<file path="config.mk">
export PLATFORM = sky130hd
export DESIGN_NAME = pc_fetch_controller
export DESIGN_NICKNAME = d
export VERILOG_FILES = /design/src/rtl/cpu_pkg.sv /design/src/rtl/pc_fetch_controller_adder.sv /design/src/rtl/pc_fetch_controller.sv
export SDC_FILE = /design/constraint.sdc
export NUM_CORES = 1
export LEC_CHECK = 0
export ABC_AREA = 0
export CAP_MARGIN = 20
export CORE_UTILIZATION = 30
export DETAILED_ROUTE_END_ITERATION = 8
export PLACE_DENSITY = 0.58
export SYNTH_ARGS = -nofsm -noshare
export SYNTH_HDL_FRONTEND = slang
export SYNTH_SLANG_ARGS = --single-unit
</file>
<file path="constraint.sdc">
create_clock -name clk -period 6.2 [get_ports clk]
set_clock_uncertainty 0.05 [all_clocks]
set_input_delay 0.62 -clock clk [delete_from_list [all_inputs] [get_ports clk]]
set_output_delay 0.62 -clock clk [all_outputs]
set_load 0.05 [all_outputs]
</file>
<file path="src/rtl/cpu_pkg.sv">
// Shared CPU front-end definitions: fetch FSM encoding, reset PC and word-alignment mask.
package cpu_pkg;

  typedef enum logic [1:0] {
    ST_BOOT = 2'd0,
    ST_RUN  = 2'd1,
    ST_HOLD = 2'd2
  } fetch_state_e;

  localparam logic [31:0] RESET_PC_DEFAULT = 32'h0000_0000;
  localparam logic [31:0] WORD_ALIGN_MASK  = 32'hFFFF_FFFC;

endpackage

</file>
<file path="src/rtl/pc_fetch_controller_adder.sv">
// Constant-increment PC adder; wraps modulo 2^WIDTH with no carry out.
module pc_fetch_controller_adder #(
  parameter int WIDTH = 32,
  parameter int INC   = 4
) (
  input  logic [WIDTH-1:0] a_i,
  output logic [WIDTH-1:0] sum_o
);

  assign sum_o = a_i + WIDTH'(INC);

endmodule

</file>
<file path="src/rtl/pc_fetch_controller.sv">
// Program counter owner: selects sequential/branch/jump next PC under stall and imem back-pressure.
//   state | meaning
//   BOOT  | one idle cycle after reset, no fetch, redirects ignored
//   RUN   | fetching, PC advances on each accepted fetch
//   HOLD  | fetch stalled (hazard or imem not ready), PC held
module pc_fetch_controller
  import cpu_pkg::*;
#(
  parameter logic [31:0] RESET_PC = RESET_PC_DEFAULT,
  parameter int          PC_INC   = 4,
  parameter int          CNT_W    = 16
) (
  input  logic             clk,
  input  logic             rst_n,
  input  logic             stall,
  input  logic             branch_taken,
  input  logic [31:0]      branch_target,
  input  logic             jump,
  input  logic [31:0]      jump_target,
  input  logic             imem_ready,
  output logic [31:0]      pc,
  output logic [31:0]      pcp4,
  output logic             fetch_req,
  output logic             fetch_valid,
  output logic             if_flush,
  output logic             misalign,
  output logic             hold,
  output logic [CNT_W-1:0] stall_cycles
);

  fetch_state_e     state_q, state_d;
  logic [31:0]      pc_q, pc_d;
  logic             misalign_q, misalign_d;
  logic [CNT_W-1:0] cnt_q, cnt_d;
  logic             redirect;
  logic [31:0]      target;

  pc_fetch_controller_adder #(
    .WIDTH (32),
    .INC   (PC_INC)
  ) u_pcp4 (
    .a_i   (pc_q),
    .sum_o (pcp4)
  );

  // Jump wins over a simultaneous taken branch.
  assign redirect = jump | branch_taken;
  assign target   = jump ? jump_target : branch_target;

  always_comb begin
    state_d     = state_q;
    pc_d        = pc_q;
    misalign_d  = 1'b0;
    fetch_req   = 1'b0;
    fetch_valid = 1'b0;
    if_flush    = 1'b0;
    hold        = 1'b0;
    case (state_q)
      ST_BOOT: state_d = ST_RUN;
      ST_RUN, ST_HOLD: begin
        fetch_req = 1'b1;
        hold      = (state_q == ST_HOLD);
        if (redirect) begin
          pc_d       = target & WORD_ALIGN_MASK;
          if_flush   = 1'b1;
          misalign_d = (target[1:0] != 2'b00);
          state_d    = ST_RUN;
        end else if (stall || !imem_ready) begin
          state_d = ST_HOLD;
        end else begin
          pc_d        = pcp4;
          fetch_valid = 1'b1;
          state_d     = ST_RUN;
        end
      end
      default: state_d = ST_BOOT;
    endcase
  end

  assign cnt_d = ((state_q == ST_HOLD) && (cnt_q != {CNT_W{1'b1}})) ? cnt_q + CNT_W'(1) : cnt_q;

  always_ff @(posedge clk or negedge rst_n) begin
    if (!rst_n) begin
      state_q    <= ST_BOOT;
      pc_q       <= RESET_PC;
      misalign_q <= 1'b0;
      cnt_q      <= '0;
    end else begin
      state_q    <= state_d;
      pc_q       <= pc_d;
      misalign_q <= misalign_d;
      cnt_q      <= cnt_d;
    end
  end

  assign pc           = pc_q;
  assign misalign     = misalign_q;
  assign stall_cycles = cnt_q;

endmodule

</file>
==> metrics.md <==
| Metric | Value |
|---|---|
| Status | `completed` |
| R2R depth | `7` |
| Post-CTS setup buffers | `0` |
| Count of flip-flops with a built-in enable after synthesis | `0` |
| Area occupied by multi-input gates | `0.00228 sq mm` |
| Slew Viols, Final | `0` |
| Hpwl dp | `9420 um` |
| CTS buffer count | `5` |
| Share of layout cells above drive strength 1 | `5.31%` |
| Slew HR | `30.8%` |
| Core Area | `0.0121 sq mm` |
| Initial Utilization | `30.8%` |
| Die H | `113 um` |
| Max Root-Sink Buffers | `2` |
| Reg-to-reg critical path endpoint | `pc[29]$_DFFE_PN0P_` |
| Root buffer cell | `clkbuf_16` |
| Number of cells produced by synthesis | `436` |
| Post-layout util | `45.2%` |
| Clk sinks | `49` |
| Asr flop ratio synth | `100%` |
| TritonCTS clock tree | `yes` |
| IO buf count | `150` |
| Worst-Margin Slew | `1.03 ns` |
| Register Area | `0.00123 sq mm` |
| P per Cell Area | `521 mW/mm^2` |
| Num rows | `40` |
| Vias/cell | `5.45` |
| Worst vdd ir | `0.305 mV` |
| Crit Reg-Reg Startpoint | `state_q[0]$_DFF_PN0_` |
| Worst Setup SP | `branch_taken` |
| Hold Fails Final Rpt | `0` |
| Final RePlAce weighted congestion | `0.854` |
| Synthesized area per cell | `8.53 sq um` |
| Worst skew pair latency | `0.29 ns` |
| Die width | `113 um` |
| Synthesized flop and latch total | `49` |
| CTS resizes | `0` |
| I/O pin count | `155` |
| Drt drc | `0` |
| Synth warn | `0` |
| Cts hold-fix bufs | `0` |
| Drt total wl | `12900 um` |
| Worst hold path class | `input pin to async pin` |
| Wire length per cell | `17.6 um` |
| Worst-path clk slew | `0.07 ns` |
| Mapped Area | `0.00372 sq mm` |
| Most used DFF post-synth | `dfrtp_1` |
| Crit path time final | `4.40 ns` |
| Synth unique cells | `62` |
| Post-route ant nets | `0` |
| Depth of the CTS H-tree | `2` |
| Via count | `3997` |
| First-pass GRT wire length | `20700 um` |
| Largest net degree at the start of global routing | `50` |
| Worst Setup End Kind | `output pin` |
| Worst reg2reg setup slack | `3.62 ns` |
| Die ar. | `0.0128 sq mm` |
| DRT iter0 DRCs | `244` |
| Fillers | `1198` |
| CP max FO | `24` |
| Critical path type | `input pin to output pin` |
| Initial antenna violation count | `0` |
| Fin crit share | `71.0%` |
| Max Fclk | `227 MHz` |
| Gr ovfl total | `0` |
| Antenna fix cells | `0` |
| Final #Nets | `639` |
| Area delta synth->final | `46.7%` |
| Worst EP required | `5.53 ns` |
| Final Setup Violations | `0` |
| Total track usage | `20.4%` |
| Max-cap viol count | `0` |
| RSZ-0062 raised after global routing | `no` |
| Setup crit start kind | `input pin` |
| Seq/Total Area, Yosys | `33.0%` |
| Final setup TNS | `0 ns` |
| Leakage | `2.03 nW` |
| Arrival @ worst endpoint | `3.73 ns` |
| TritonRoute pass-1 iters | `5` |
| Vias in the first global route | `3888` |
[report_power, final]
group | total, mW | internal, mW | switching (mW)
Sequential | 0.667 | 0.434 | 0.233
Combinational | 1.90 | 0.638 | 1.26
Clock | 0.276 | 0.148 | 0.128
[cell type report]
class | instances | area share [%]
multi-input combinational | 335 | 41.7
timing repair buffer | 155 | 28.1
sequential | 49 | 22.5
tap | 168 | 3.85
clock buffer | 5 | 2.29
inverter | 18 | 1.24
clock inverter | 3 | 0.321
[cell families (layout without fill, tap and decap cells)]
kind of cell / Yosys count / count (layout) / share of synthesized area (%)
adders and majority gates: 5 / 5 / 1.68
and+or+nand+nor: 163 / 163 / 24.6
buffers and inverters: 55 / 181 / 6.29
muxes: 15 / 15 / 4.14
xor gates and xnor gates: 36 / 36 / 8.48
AOI/OAI and AO/OA: 112 / 112 / 21.7
other: 1 / 4 / 0.101
DFF: 49 / 49 / 33.0
[through the flow]
stage | hold slack [ns] | instances | power, mW | area, sq um | setup WS [ns]
6_report | 0.401 | 733 | 2.84 | 5460 | 1.80
5_1_grt | 0.468 | 733 | 2.99 | 5460 | 1.58
4_1_cts | 0.444 | 733 | 2.85 | 5460 | 1.82
3_5_place_dp | 0.475 | 725 | 2.57 | 5310 | 1.84
3_3_place_gp | 0.466 | 725 | 2.55 | 5310 | 1.93
2_1_floorplan | 0.274 | 439 | 1.90 | 3730 | 2.67
[Yosys cell counts, types with 3 or more instances]
| cell | n | area share [%] |
|---|---|---|
| dfrtp_1 | 49 | 33 |
| nor2_1 | 31 | 3.1 |
| clkbuf_1 | 27 | 2.7 |
| nand2_1 | 26 | 2.6 |
| xnor2_1 | 25 | 5.9 |
| o21ai_0 | 22 | 3.0 |
| inv_1 | 18 | 1.8 |
| a21oi_1 | 17 | 2.3 |
| nand3_1 | 17 | 2.3 |
| nand4_1 | 17 | 2.9 |
| a22o_1 | 12 | 2.8 |
| mux2i_1 | 12 | 3.2 |
| nor3_1 | 12 | 1.6 |
| nor4_1 | 12 | 2.0 |
| xor2_1 | 11 | 2.6 |
| o211ai_1 | 10 | 2.0 |
| or3_1 | 9 | 1.5 |
| o311ai_0 | 8 | 1.9 |
| o2bb2ai_1 | 7 | 1.6 |
| a221oi_1 | 5 | 1.2 |
| a22oi_1 | 5 | 1.0 |
| and4_1 | 5 | 1.2 |
| ha_1 | 5 | 1.7 |
| or4_1 | 5 | 1.0 |
| buf_2 | 4 | 0.54 |
| buf_4 | 4 | 0.81 |
| nand2b_1 | 4 | 0.67 |
| or2_2 | 4 | 0.67 |
| a211o_1 | 3 | 0.71 |
| a211oi_1 | 3 | 0.61 |
| and3_1 | 3 | 0.50 |
| mux2_2 | 3 | 0.91 |
| nand3b_1 | 3 | 0.61 |
| nor2b_1 | 3 | 0.50 |
| o41ai_1 | 3 | 0.71 |
[worst max-delay path, cell delays in order]
cell             delay [ns]
clkdlybuf4s50_1        0.95
nor2_1                 0.95
nand3_1                0.27
inv_1                  0.11
clkdlybuf4s50_1        0.81
[routing by layer]
metal,up-vias,global-route usage (%),wire (um)
met5,-,0,0
met4,0,4.74,124
met3,10,4.45,939
met2,173,33.6,6120
met1,1929,27.3,5750
li1,1885,-,-
[worst max path at each step]
stage,slack (ns),depth (start not counted),endpoint
2_1_floorplan,2.67,6,pcp4[21]
3_3_place_gp,1.93,5,fetch_valid
3_5_place_dp,1.84,5,fetch_valid
4_1_cts,1.82,5,fetch_valid
5_1_grt,1.58,5,fetch_valid
6_report,1.80,5,fetch_valid
[flip-flops by register name (all words and copies together), names as in the netlist]
signal and flops:
state_q 2, stall_cycles 16, pc 30, misalign 1
[layout by cell type, fill, tap and decap left out, types with 16 or more instances in the layout]
cell             synthesis  final
inv_1                   18     18
clkdlybuf4s50_1          0    149
o21ai_0                 22     21
xnor2_1                 25     25
dfrtp_1                 49     49
a21oi_1                 17     16
nand4_1                 17     17
nor2_1                  31     31
nand3_1                 17     17
nand2_1                 26     26
No activity file was read; power rests on OpenSTA's default activity.
